[config.mk]
export PLATFORM = sky130hd
export DESIGN_NAME = truth_table_sequencer
export DESIGN_NICKNAME = d
export VERILOG_FILES = /design/src/rtl/truth_table_sequencer_pkg.sv /design/src/rtl/truth_table_sequencer_first_diff_encoder.sv /design/src/rtl/truth_table_sequencer.sv
export SDC_FILE = /design/constraint.sdc
export NUM_CORES = 1
export LEC_CHECK = 0
export CORE_MARGIN = 8
export CORE_UTILIZATION = 43
export CTS_BUF_LIST = sky130_fd_sc_hd__clkbuf_4 sky130_fd_sc_hd__clkbuf_8 sky130_fd_sc_hd__clkbuf_16
export CTS_CLUSTER_DIAMETER = 200
export DETAILED_ROUTE_END_ITERATION = 10
export PLACE_DENSITY = 0.77
export SLEW_MARGIN = 20
export SYNTH_ARGS = -nofsm -noshare
export SYNTH_HDL_FRONTEND = slang
export SYNTH_HIERARCHICAL = 1
export SYNTH_SLANG_ARGS = --single-unit
[constraint.sdc]
create_clock -name clk -period 1.44 [get_ports clk]
set_input_delay 0.288 -clock clk [delete_from_list [all_inputs] [get_ports clk]]
set_output_delay 0.288 -clock clk [all_outputs]
set_load 0.05 [all_outputs]
[src/rtl/truth_table_sequencer_pkg.sv]
// truth_table_sequencer_pkg: shared sequencer state encoding and default N_IN/SETTLE constants
package truth_table_sequencer_pkg;
  typedef enum logic [1:0] {
    IDLE = 2'd0,
    RUN  = 2'd1,
    DONE = 2'd2
  } state_t;
  localparam int N_IN_DEFAULT   = 2;
  localparam int SETTLE_DEFAULT = 1;
endpackage

[src/rtl/truth_table_sequencer_first_diff_encoder.sv]
// first_diff_encoder: lowest set bit index of diff (idx) and any_diff=|diff; idx=0 when diff==0
module first_diff_encoder
  import truth_table_sequencer_pkg::*;
#(
  parameter int ROWS = 4,
  localparam int IW = ROWS > 1 ? $clog2(ROWS) : 1
) (
  input  logic [ROWS-1:0] diff,
  output logic [IW-1:0]   idx,
  output logic            any_diff
);
  always_comb begin
    idx = '0;
    for (int i = ROWS - 1; i >= 0; i--)
      if (diff[i]) idx = IW'(i);
  end
  assign any_diff = |diff;
endmodule

[src/rtl/truth_table_sequencer.sv]
// truth_table_sequencer: sweeps dut_in through all ROWS vectors, samples dut_out after SETTLE cycles each, reports table_out/match/err_idx with a done pulse (clk, rst, start, expected in; dut_in, busy, done, table_out, match, err_idx out)
module truth_table_sequencer
  import truth_table_sequencer_pkg::*;
#(
  parameter int N_IN   = N_IN_DEFAULT,
  parameter int SETTLE = SETTLE_DEFAULT,
  localparam int ROWS  = 2 ** N_IN
) (
  input  logic            clk,
  input  logic            rst,
  input  logic            start,
  input  logic [ROWS-1:0] expected,
  output logic [N_IN-1:0] dut_in,
  input  logic            dut_out,
  output logic            busy,
  output logic            done,
  output logic [ROWS-1:0] table_out,
  output logic            match,
  output logic [N_IN-1:0] err_idx
);
  localparam int CW = SETTLE > 1 ? $clog2(SETTLE) : 1;
  state_t state, state_nx;
  logic [N_IN-1:0] row, idx;
  logic [CW-1:0] cnt;
  logic [ROWS-1:0] exp_q, tbl_nx;
  logic last, final_row, any_diff;
  assign last      = cnt == CW'(SETTLE - 1);
  assign final_row = row == N_IN'(ROWS - 1);
  assign dut_in    = row;
  assign busy      = state != IDLE;
  assign done      = state == DONE;
  always_comb begin
    tbl_nx      = table_out;
    tbl_nx[row] = dut_out;
  end
  first_diff_encoder #(.ROWS(ROWS)) u_enc (
    .diff(tbl_nx ^ exp_q),
    .idx(idx),
    .any_diff(any_diff)
  );
  always_comb
    state_nx = state == IDLE ? (start ? RUN : IDLE) :
               state == RUN  ? (last && final_row ? DONE : RUN) : IDLE;
  always_ff @(posedge clk) begin
    if (rst) begin
      state     <= IDLE;
      row       <= '0;
      cnt       <= '0;
      exp_q     <= '0;
      table_out <= '0;
      match     <= 1'b0;
      err_idx   <= '0;
    end else begin
      state <= state_nx;
      if (state == IDLE && start) begin
        exp_q     <= expected;
        table_out <= '0;
        match     <= 1'b0;
        err_idx   <= '0;
        row       <= '0;
        cnt       <= '0;
      end else if (state == RUN) begin
        cnt <= last ? '0 : cnt + 1'b1;
        if (last) begin
          table_out <= tbl_nx;
          if (final_row) begin
            match   <= ~any_diff;
            err_idx <= idx;
          end else row <= row + 1'b1;
        end
      end else if (state == DONE) row <= '0;
    end
  end
endmodule

**After elaboration in Yosys (flattened, before gate mapping)**

Cells that the tools add are included.
W data, S select, Z words.

- Output and inout bits: 11
- Logic and storage cells: 46
- Register bits: 16
- Input port bits: 8

- Bitwise gates (word level): 3
- Reductions and logical operators: 11
- Eq/ne operators: 5
- Order comparisons: 2
- Add/sub/neg operators: 2
- Muxes and demuxes: 16

Operators with widths:

| cell | number |
|---|---|
| $mux W2 | 11 |
| $reduce_and A3 Y1 | 2 |
| $bwmux W4 | 1 |
| $eq A2 B2 Y1 const B | 2 |
| $ne A2 B2 Y1 const B | 2 |
| $reduce_bool A2 Y1 | 2 |
| $reduce_or A4 Y1 | 1 |
| $xor A4 B4 Y4 | 1 |
| $logic_and A1 B1 Y1 | 3 |
| $lt A2 B3 Y1 const B | 1 |
| $mux W1 | 3 |
| $add A2 B1 Y2 const B | 1 |
| $demux W1 S2 | 1 |
| $eq A2 B1 Y1 const B | 1 |
| $ge A2 B1 Y1 const B | 1 |
| $logic_not A2 Y1 | 1 |
| $not A1 Y1 | 2 |
| $reduce_and A2 Y1 | 1 |
| $reduce_or A2 Y1 | 1 |
| $add A1 B1 Y1 const B | 1 |

**Longest topological paths before layout**

Gate-level depths: netlist of the first run.

- Depth in word-level cells: 10
- Mapped depth: 8

**Modules after synthesis**

Netlist of the first run, hierarchy kept.

By module, submodules not included:

| module | times used | cells an instance | sequential area each (µm²) | area an instance (µm²) |
|---|---|---|---|---|
| truth_table_sequencer | 1 | 80 | 300.3 | 789.5 |
| first_diff_encoder | 1 | 7 | 0.0 | 35.0 |

**Worst setup path after synthesis of the first run**

OpenSTA, ideal clock, no wires.

- Path type: flip-flop to flip-flop
- Start point: register row[0] (netlist: dut_in[0])
- End point: register err_idx[0]
- Path slack: -0.443 ns
- Arrival: 1.767 ns
- Clock period less this slack: 1.883 ns
- Cell stages (with the launch flop): 9
- Setup time: 0.116 ns
- Buffers on the path: 0
- Required time: 1.324 ns
- Cell sequence: dfxtp_1 inv_1 ha_1 mux2i_1 xnor2_1 nand2b_1 a21oi_2 mux2i_1 nor2_1

- Word-level cells in the longest chain between the ends: 10

RTL lines:

| what | line | text |
|---|---|---|
| from (decl) | truth_table_sequencer.sv:23 | `logic [N_IN-1:0] row, idx;` |
| from (signal assigned) | truth_table_sequencer.sv:69 | `end else row <= row + 1'b1;` |
| $lt A2 B3 Y1 (not written as such) / $ge A2 B1 Y1 (equally long branches) | truth_table_sequencer.sv:34 | `tbl_nx[row] = dut_out;` |
| $logic_and A1 B1 Y1 (not written as such) | truth_table_sequencer.sv:34 |  |
| $mux W1 (not written as such) | truth_table_sequencer.sv:34 |  |
| $demux W1 S2 (*) | truth_table_sequencer.sv:34 |  |
| $bwmux W4 (*) | truth_table_sequencer.sv:34 |  |
| $xor A4 B4 Y4 (*) | truth_table_sequencer.sv:37 | `.diff(tbl_nx ^ exp_q),` |
| $mux W2 (3 in series) | truth_table_sequencer_first_diff_encoder.sv:15 | `if (diff[i]) idx = IW'(i);` |
| $mux W2 (*) | truth_table_sequencer_first_diff_encoder.sv:15 |  |
| named net idx[0] | truth_table_sequencer.sv:23 |  |
| to (signal assigned) | truth_table_sequencer.sv:68 | `err_idx <= idx;` |
| to (decl) | truth_table_sequencer.sv:19 | `output logic [N_IN-1:0] err_idx` |

Mark *: on every way through the listed nets, which the timed path passes. The rest lies on a longest branch.
A chain may end at the register's enable or synchronous reset.

**Final worst setup path of the first run**

- Start point: register row[0] (netlist: dut_in[0])
- End point: register err_idx[1]

Same word-level chain as after synthesis.

==> results_tabular.tex, run 1 <==
\begin{tabular}{lr}
\hline
Metric & Value \\
\hline
\multicolumn{2}{l}{\textbf{STA}} \\
\quad Max Transition Viols Final & 0 \\
\quad Total setup violations reported at the end of the flow & 5 \\
\quad Unrepaired setup endpoints after global routing & yes \\
\quad Shortest period the worst path allows & 1.59 ns \\
\quad Pin slew with the least headroom to its limit & 0.390 ns \\
\quad Max Clock Freq & 631 MHz \\
\quad Number of hold violations in the final report & 0 \\
\quad Sum Neg Setup Slack & -0.426 ns \\
\quad Share of the clock period used by the worst path & 110\% \\
\quad Worst rel slew slack & 73.8\% \\
\quad Post-Route Hold Slack & 0.546 ns \\
\quad Worst Setup Slack, final & -0.146 ns \\
\quad Worst clock skew & 0.00369 ns \\
\multicolumn{2}{l}{\textbf{Placement}} \\
\quad Instance count after placement with tap cells included & 136 \\
\quad Weighted congestion at the end of routability-driven global placement & 0.786 \\
\quad Placed Instance Area & 1230 µm² \\
\quad Detail Placement HPWL & 1.45 mm \\
\quad Total of buffers placed on input and output ports & 18 \\
\multicolumn{2}{l}{\textbf{Setup path}} \\
\quad CP Depth & 8 \\
\quad Worst R2R End & err\_idx[1] \\
\quad Cell seen most often among critical-path stages & nor2\_1 \\
\quad Cells traversed along the worst timing path & inv\_4 -> ha\_4 -> mux2i\_2 -> xnor2\_1 -> nor2\_1 -> nor3\_2 -> mux2i\_1 -> nor2\_1 \\
\quad Master of the slowest instance on the critical path & dfxtp\_4 \\
\quad Max stage delay on crit path & 0.39 ns \\
\quad Maximum fanout along the worst path & 4 \\
\quad Signal arrival time at the worst endpoint & 1.82 ns \\
\quad RR Startpoint & dut\_in[0] \\
\quad CP Launch Type & register \\
\quad Cell family contributing the most delay on the critical path & simple AND/OR/NAND/NOR gates \\
\quad Type of destination of the critical path & register \\
\quad Critical path class & reg2reg \\
\quad Beginning of the critical path & dut\_in[0] \\
\quad Worst endpoint required time & 1.67 ns \\
\quad Number of cells on the worst reg-to-reg path & 8 \\
\quad Setup crit end & err\_idx[1] \\
\quad Critical path buffer and inverter count & 1 \\
\quad Minimum setup slack among reg-to-reg paths & -0.15 ns \\
\multicolumn{2}{l}{\textbf{Floorplanning}} \\
\quad Boundary pin count & 19 \\
\quad Die Width & 59.8 µm \\
\quad Overall die area & 3570 µm² \\
\quad Number of placement rows & 16 \\
\quad Floorplan core area & 1880 µm² \\
\quad Starting density of the core & 43.8\% \\
\quad Die span in y & 59.8 µm \\
\multicolumn{2}{l}{\textbf{Synth}} \\
\quad Sequential fraction of the synthesis area & 36.4\% \\
\quad Leading cell types by total area after synthesis & dfxtp\_1, mux2i\_1, nor2\_1, ha\_1, nand3b\_1 \\
\quad Gate count of the mapped netlist & 87 \\
\quad Cell type contributing the most total cell area after synthesis & dfxtp\_1 \\
\quad Syn Nets & 100 \\
\quad Most used standard cells in the synthesized netlist & nor2\_1, dfxtp\_1, mux2i\_1 \\
\quad Total standard cell area after synthesis & 825 µm² \\
\quad Total of flip-flops plus latches after synthesis & 15 \\
\quad Share of flip-flops with an asynchronous set or reset after synthesis & 0\% \\
\quad Average size of a mapped cell & 9.48 µm² \\
\quad EDFF count, synth & 0 \\
\quad Most used flip-flop cell after synthesis & dfxtp\_1 \\
\quad Number of distinct library cells after synthesis & 26 \\
\quad Cell with the most instances after synthesis & nor2\_1 \\
\quad Share of the synthesized area in the top cell type & 36.4\% \\
\quad Synth warn & 6 \\
\multicolumn{2}{l}{\textbf{Run}} \\
\quad Maximum Capacitance Violations & 0 \\
\multicolumn{2}{l}{\textbf{Global route}} \\
\quad First-pass GRT wire length & 3.10 mm \\
\quad Gr usage total & 11.7\% \\
\quad Via count of the first global-routing pass & 721 \\
\quad Total global routing overflow & 0 \\
\quad Largest net degree at the start of global routing & 15 \\
\quad Number of antenna violations at the first check in global routing & 0 \\
\multicolumn{2}{l}{\textbf{Clock network}} \\
\quad TritonCTS clock tree & done \\
\quad Count of clock tree sinks & 15 \\
\quad Longest Clk Path Bufs & 2 \\
\quad Clock root cell & clkbuf\_4 \\
\quad Number of buffers added by the clock tree synthesis step & 3 \\
\quad Hold\_buf cts & 0 \\
\quad Post-CTS setup-driven buffer insertion count & 0 \\
\quad Total number of H-tree levels & 1 \\
\quad Clock-pin transition on the worst setup and hold timing paths & 0.10 ns \\
\quad Source-to-sink clock delay at the later pin of the worst-skew pair & 0.29 ns \\
\multicolumn{2}{l}{\textbf{Routing}} \\
\quad Met3 wirelength from detailed routing & 59 µm \\
\quad M1 wire length & 848 µm \\
\quad Antenna violation net count after detailed routing & 0 \\
\quad Detailed-routed wire length on met2 & 987 µm \\
\quad Drt first-iter violations & 30 \\
\quad \# DRC & 0 \\
\quad Average routed wire per standard cell & 14.0 µm \\
\quad First drt pass iteration count & 4 \\
\quad Vias after detailed routing & 716 \\
\quad Max Used Layer & met4 \\
\quad Final wirelength & 1.96 mm \\
\quad Vias per cell & 5.11 \\
\multicolumn{2}{l}{\textbf{Power and ir drop}} \\
\quad Final Total Pwr & 910 µW \\
\quad Total power divided by cell area & 706 nW/µm² \\
\quad Max IR drop VDD & 0.558 mV \\
\quad Leak pwr & 0.512 nW \\
\multicolumn{2}{l}{\textbf{Final layout}} \\
\quad Number of antenna cells inserted & 0 \\
\quad Final std cells w/o fill & 140 \\
\quad Layout overhead on the synthesized area & 56.3\% \\
\quad FILL cells & 151 \\
\quad Number of nets in the finished design & 127 \\
\quad Final design instance area without fill & 1290 µm² \\
\quad Fraction of layout instances using a drive strength above 1 & 38.9\% \\
\multicolumn{2}{l}{\textbf{Status}} \\
\quad Result of the run & finished with violations \\
\quad Violated checks & setup timing \\
\multicolumn{2}{l}{\textbf{Worst hold path}} \\
\quad Min-delay worst type & reg2reg \\
\hline
\end{tabular}
-- flip-flops by register name, summed over array words and instances (netlist names) --
signal	cells
exp_q	4
match	1
dut_in	2
state	2
table_out	4
err_idx	2
-- through the flow --
stage,worst slack [ns],utilization [%]
floorplan,-0.0532,-
global placement,-0.175,65.2
detailed placement,-0.295,65.2
CTS,-0.110,68.2
global route,-0.197,68.5
finish,-0.146,68.5
-- cell usage in the layout, fill, tap and decap left out, types with 2 or more instances in the layout --
cell type and count:
buf_4 9, nand3b_1 6, clkbuf_4 3, buf_12 11, xnor2_1 3, dfxtp_2 2, nand3_1 2, mux2i_1 12
nand2b_1 2, ha_4 3, dfxtp_4 2, mux2i_2 2, clkdlybuf4s50_1 7, dfxtp_1 11, nor2_1 17
-- timing repair --
| action | 4_1_cts | 5_1_grt |
|---|---|---|
| endpoints found under the hold margin | 0 | 0 |
| endpoints found under the setup margin | 5 | 5 |
| resized for setup | 6 | 2 |
| pin swaps | 2 | 5 |
| gates cloned | 0 | 0 |
-- worst min-delay path: stages (launching register included) --
cell and delay, ns:
dfxtp_1 0.36, mux2i_1 0.08, nor2_1 0.08
-- report_power, final --
part	total (mW)	internal, mW	switching (mW)
logic	0.208	0.106	0.102
registers	0.446	0.426	0.0193
clock network	0.256	0.104	0.153
-- worst min path at each step --
| stage | from | end | cells past startpoint |
|---|---|---|---|
| 2_1_floorplan | rst | exp_q[0] | 1 |
| 3_3_place_gp | exp_q[3] | exp_q[3] | 2 |
| 3_5_place_dp | exp_q[1] | exp_q[1] | 2 |
| 6_report | exp_q[2] | exp_q[2] | 2 |
| 4_1_cts | exp_q[0] | exp_q[0] | 2 |
| 5_1_grt | exp_q[1] | exp_q[1] | 2 |
-- cell type report --
| class | instances | area, µm² | area share [%] |
|---|---|---|---|
| Multi-Input combinational cell | 64 | 546 | 42.3 |
| Timing Repair Buffer | 27 | 358 | 27.8 |
| Sequential cell | 15 | 310 | 24.1 |
| Tap cell | 27 | 33.8 | 2.62 |
| Clock buffer | 3 | 22.5 | 1.75 |
| Inverter | 3 | 13.8 | 1.07 |
| Clock inverter | 1 | 5.00 | 0.388 |
-- routing by layer --
layer	GRT usage, %	vias to the layer above
met3	2.80	11
li1	-	344
met2	19.5	22
met4	8.84	0
met5	0	-
met1	12.3	339
-- kinds of logic (layout without fill, tap and decap cells) --
kind of cell,Yosys count,after routing,synth area share [%]
compound gates,5,5,5.46
xor+xnor,4,4,4.25
fa+ha+maj,5,5,7.59
buf+inv,8,34,5.01
flops,15,15,36.4
mux,14,14,17.0
simple gates,36,36,24.3
Note: power is estimated with default switching activity, not from simulation.
==> inputs of run 2 (changes only) <==
--- a/config.mk
+++ b/config.mk
@@ -6,11 +6,11 @@
 export NUM_CORES = 1
 export LEC_CHECK = 0
 export CORE_MARGIN = 8
-export CORE_UTILIZATION = 43
+export CORE_UTILIZATION = 48
 export CTS_BUF_LIST = sky130_fd_sc_hd__clkbuf_4 sky130_fd_sc_hd__clkbuf_8 sky130_fd_sc_hd__clkbuf_16
 export CTS_CLUSTER_DIAMETER = 200
 export DETAILED_ROUTE_END_ITERATION = 10
-export PLACE_DENSITY = 0.77
+export PLACE_DENSITY = 0.86
 export SLEW_MARGIN = 20
 export SYNTH_ARGS = -nofsm -noshare
 export SYNTH_HDL_FRONTEND = slang
==> constraint.sdc (replaced) <==
create_clock -name clk -period 1.6 [get_ports clk]
set_input_delay 0.32 -clock clk [delete_from_list [all_inputs] [get_ports clk]]
set_output_delay 0.32 -clock clk [all_outputs]
set_load 0.05 [all_outputs]
==> run 2 against run 1 <==
The run now ends clean. Clock-buffer cell count did not move. Critical path depth stayed put. Sequential share of layout area grew 2.6 points. Fmax up 0.57%. Setup slack better by 0.17 ns. Power is 12% lower. Clock skew down 0.0032 ns. Critical endpoint is now err_idx[0]. Largest cell class unchanged.
==> results_tabular.tex, run 2 (synthesized netlist as in run 1, its figures left out) <==
\begin{tabular}{lr}
\hline
Metric & Value \\
\hline
\multicolumn{2}{l}{\textbf{Status}} \\
\quad Result of the run & complete, no violations \\
\multicolumn{2}{l}{\textbf{Global route}} \\
\quad Total global routing overflow & 0 (unchanged) \\
\quad First-pass GRT wire length & 3.17 mm (+2.2\%) \\
\quad Via count of the first global-routing pass & 708 (-1.8\%) \\
\quad Largest net degree at the start of global routing & 15 (unchanged) \\
\quad Gr usage total & 12.5\% (+0.80 points) \\
\quad Number of antenna violations at the first check in global routing & 0 (unchanged) \\
\multicolumn{2}{l}{\textbf{Final layout}} \\
\quad Commonest non-fill, non-tap cell in the layout & nor2\_1 \\
\quad Sequential cell area & 310 µm² (unchanged) \\
\quad Final design instance area without fill & 1160 µm² (-9.6\%) \\
\quad Area of combinational cells with multiple inputs & 534 µm² (-2.1\%) \\
\quad Layout overhead on the synthesized area & 41.3\% \\
\quad Fraction of layout instances using a drive strength above 1 & 36.4\% (-2.6 points) \\
\quad Largest registers & exp\_q: 4 flops, table\_out: 4 flops \\
\quad Most frequent cells in the layout & nor2\_1, buf\_4, mux2i\_1, dfxtp\_1, clkdlybuf4s50\_1 \\
\quad Number of nets in the finished design & 124 (-2.4\%) \\
\quad End-of-flow core utilization & 69.7\% (+1.3 points) \\
\quad FILL cells & 134 (-11\%) \\
\quad Number of antenna cells inserted & 0 (unchanged) \\
\multicolumn{2}{l}{\textbf{STA}} \\
\quad Number of hold violations in the final report & 0 (unchanged) \\
\quad Post-Route Hold Slack & 0.517 ns (-0.0282 ns) \\
\quad Max Transition Viols Final & 0 (unchanged) \\
\quad Total setup violations reported at the end of the flow & 0 (-5) \\
\quad Worst Setup Slack, final & 0.0233 ns (+0.169 ns) \\
\quad Pin slew with the least headroom to its limit & 0.285 ns (-0.105 ns) \\
\quad Max Clock Freq & 634 MHz (+0.57\%) \\
\quad Sum Neg Setup Slack & 0 ns (+0.426 ns) \\
\quad Worst rel slew slack & 80.9\% (+7.1 points) \\
\quad Share of the clock period used by the worst path & 98.5\% (-12 points) \\
\quad Shortest period the worst path allows & 1.58 ns (-0.00903 ns) \\
\quad Worst clock skew & 0.000498 ns (-0.00319 ns) \\
\quad Unrepaired setup endpoints after global routing & yes \\
\multicolumn{2}{l}{\textbf{Floorplanning}} \\
\quad Die Width & 57.4 µm (-3.9\%) \\
\quad Number of placement rows & 15 (-1) \\
\quad Die span in y & 57.4 µm (-3.9\%) \\
\quad Starting density of the core & 49.4\% (+5.5 points) \\
\quad Overall die area & 3300 µm² (-7.7\%) \\
\quad Floorplan core area & 1670 µm² (-11\%) \\
\quad Boundary pin count & 19 (unchanged) \\
\multicolumn{2}{l}{\textbf{Routing}} \\
\quad Average routed wire per standard cell & 14.4 µm (+2.7\%) \\
\quad Final wirelength & 1.83 mm (-6.8\%) \\
\quad \# DRC & 0 (unchanged) \\
\quad Drt first-iter violations & 6 (-80\%) \\
\quad Vias after detailed routing & 663 (-7.4\%) \\
\quad First drt pass iteration count & 4 (unchanged) \\
\quad Vias per cell & 5.22 (+2.1\%) \\
\quad Antenna violation net count after detailed routing & 0 (unchanged) \\
\multicolumn{2}{l}{\textbf{Placement}} \\
\quad Weighted congestion at the end of routability-driven global placement & 0.773 (-1.7\%) \\
\quad Placement Setup Slack & -0.185 ns (+0.110 ns) \\
\quad Total of buffers placed on input and output ports & 18 (unchanged) \\
\quad Placed Instance Area & 1080 µm² (-12\%) \\
\quad Detail Placement HPWL & 1.39 mm (-3.8\%) \\
\multicolumn{2}{l}{\textbf{Setup path}} \\
\quad Worst R2R End & err\_idx[0] \\
\quad Minimum setup slack among reg-to-reg paths & 0.02 ns (+0.17 ns) \\
\quad Worst endpoint required time & 1.80 ns (+0.13 ns) \\
\quad Critical path class & reg2reg \\
\quad Signal arrival time at the worst endpoint & 1.77 ns (-0.05 ns) \\
\quad Number of cells on the worst reg-to-reg path & 8 (unchanged) \\
\quad Maximum fanout along the worst path & 7 (+3) \\
\quad CP Launch Type & register \\
\quad Master of the slowest instance on the critical path & dfxtp\_4 \\
\quad Max stage delay on crit path & 0.39 ns (about the same) \\
\quad Cells traversed along the worst timing path & inv\_2 -> ha\_4 -> mux2i\_2 -> xnor2\_1 -> nand2b\_1 -> a21oi\_2 -> mux2i\_1 -> nor2\_1 \\
\quad Type of destination of the critical path & register \\
\quad RR Startpoint & dut\_in[0] \\
\multicolumn{2}{l}{\textbf{Power and ir drop}} \\
\quad Max IR drop VDD & 0.483 mV (-13\%) \\
\quad Total power divided by cell area & 687 nW/µm² (-2.7\%) \\
\quad Leak pwr & 0.496 nW (-3.1\%) \\
\multicolumn{2}{l}{\textbf{Worst hold path}} \\
\quad Endpoint of the worst hold-timing path & err\_idx[1] \\
\quad Min-delay worst type & reg2reg \\
\quad Number of cells on the worst hold path & 2 (unchanged) \\
\quad Hold path startpoint & err\_idx[1] \\
\multicolumn{2}{l}{\textbf{Clock network}} \\
\quad Count of clock tree sinks & 15 (unchanged) \\
\quad Total number of H-tree levels & 1 (unchanged) \\
\quad Longest Clk Path Bufs & 2 (unchanged) \\
\quad Clock-pin transition on the worst setup and hold timing paths & 0.09 ns (about the same) \\
\quad Clock root cell & clkbuf\_4 \\
\quad Hold\_buf cts & 0 (unchanged) \\
\quad Post-CTS setup-driven buffer insertion count & 0 (unchanged) \\
\quad TritonCTS clock tree & done \\
\quad Source-to-sink clock delay at the later pin of the worst-skew pair & 0.30 ns (about the same) \\
\quad Number of buffers added by the clock tree synthesis step & 3 (unchanged) \\
\multicolumn{2}{l}{\textbf{Run}} \\
\quad Maximum Capacitance Violations & 0 (unchanged) \\
\hline
\end{tabular}
-- run 2: changes by cell type in the layout (fill, tap and decap cells not counted) --
cell / previous run / this run
buf_4: 9 / 12
xnor2_2: 1 / 3
mux2i_1: 12 / 11
ha_4: 3 / 1
buf_12: 11 / 5
mux2i_2: 2 / 3
inv_1: 1 / 2
nor3_1: 0 / 1
nor3_2: 1 / 0
ha_1: 1 / 3
inv_4: 1 / 0
xnor2_1: 3 / 1
-- run 2: metal layers --
| metal | vias up | share of wire (%) | track usage, % |
|---|---|---|---|
| li1 | 340 | - | - |
| met1 | 300 | 40 | 13.5 |
| met2 | 18 | 49 | 19.8 |
| met3 | 5 | 8.0 | 5.83 |
| met4 | 0 | 2.9 | 6.43 |
| met5 | - | 0 | 0 |
-- run 2: report_power, final --
part	switching, mW	internal (mW)
registers	0.0185	0.384
logic	0.0810	0.0921
clock network	0.132	0.0934
total	0.231	0.569
-- run 2: worst max-delay path by stage --
stage | start | to
global route | dut_in[0] | err_idx[1]
global placement | dut_out | err_idx[0]
detailed placement | dut_out | err_idx[0]
floorplan | dut_in[1] | err_idx[1]
CTS | dut_in[0] | err_idx[0]
finish | dut_in[0] | err_idx[0]
-- run 2: layout make-up --
| class | instances | share of cell area (%) |
|---|---|---|
| Clock inverter | 1 | 0.430 |
| Clock buffer | 3 | 1.93 |
| Sequential cell | 15 | 26.6 |
| Multi-Input combinational cell | 64 | 45.9 |
| Tap cell | 17 | 1.83 |
| Timing Repair Buffer | 24 | 22.3 |
| Inverter | 3 | 0.967 |
-- run 2: through the flow --
step,power [mW],std cells
detailed placement,0.574,123
global route,0.847,127
CTS,0.803,127
floorplan,0.506,87
global placement,0.569,123
finish,0.800,127
-- run 2: worst max-delay path, delay by kind of cell, from the launching register on --
family | cells | cell delay, ns
compound gates | 1 | 0.06
xor+xnor | 1 | 0.16
fa+ha+maj | 1 | 0.15
buf+inv | 1 | 0.10
flops | 1 | 0.39
mux | 2 | 0.41
simple gates | 2 | 0.22
-- run 2: what timing repair did --
item,4_1_cts,5_1_grt
endpoints found under the setup margin,2,4
endpoints found under the hold margin,0,0
resized for setup,5,8
pin swaps,1,1
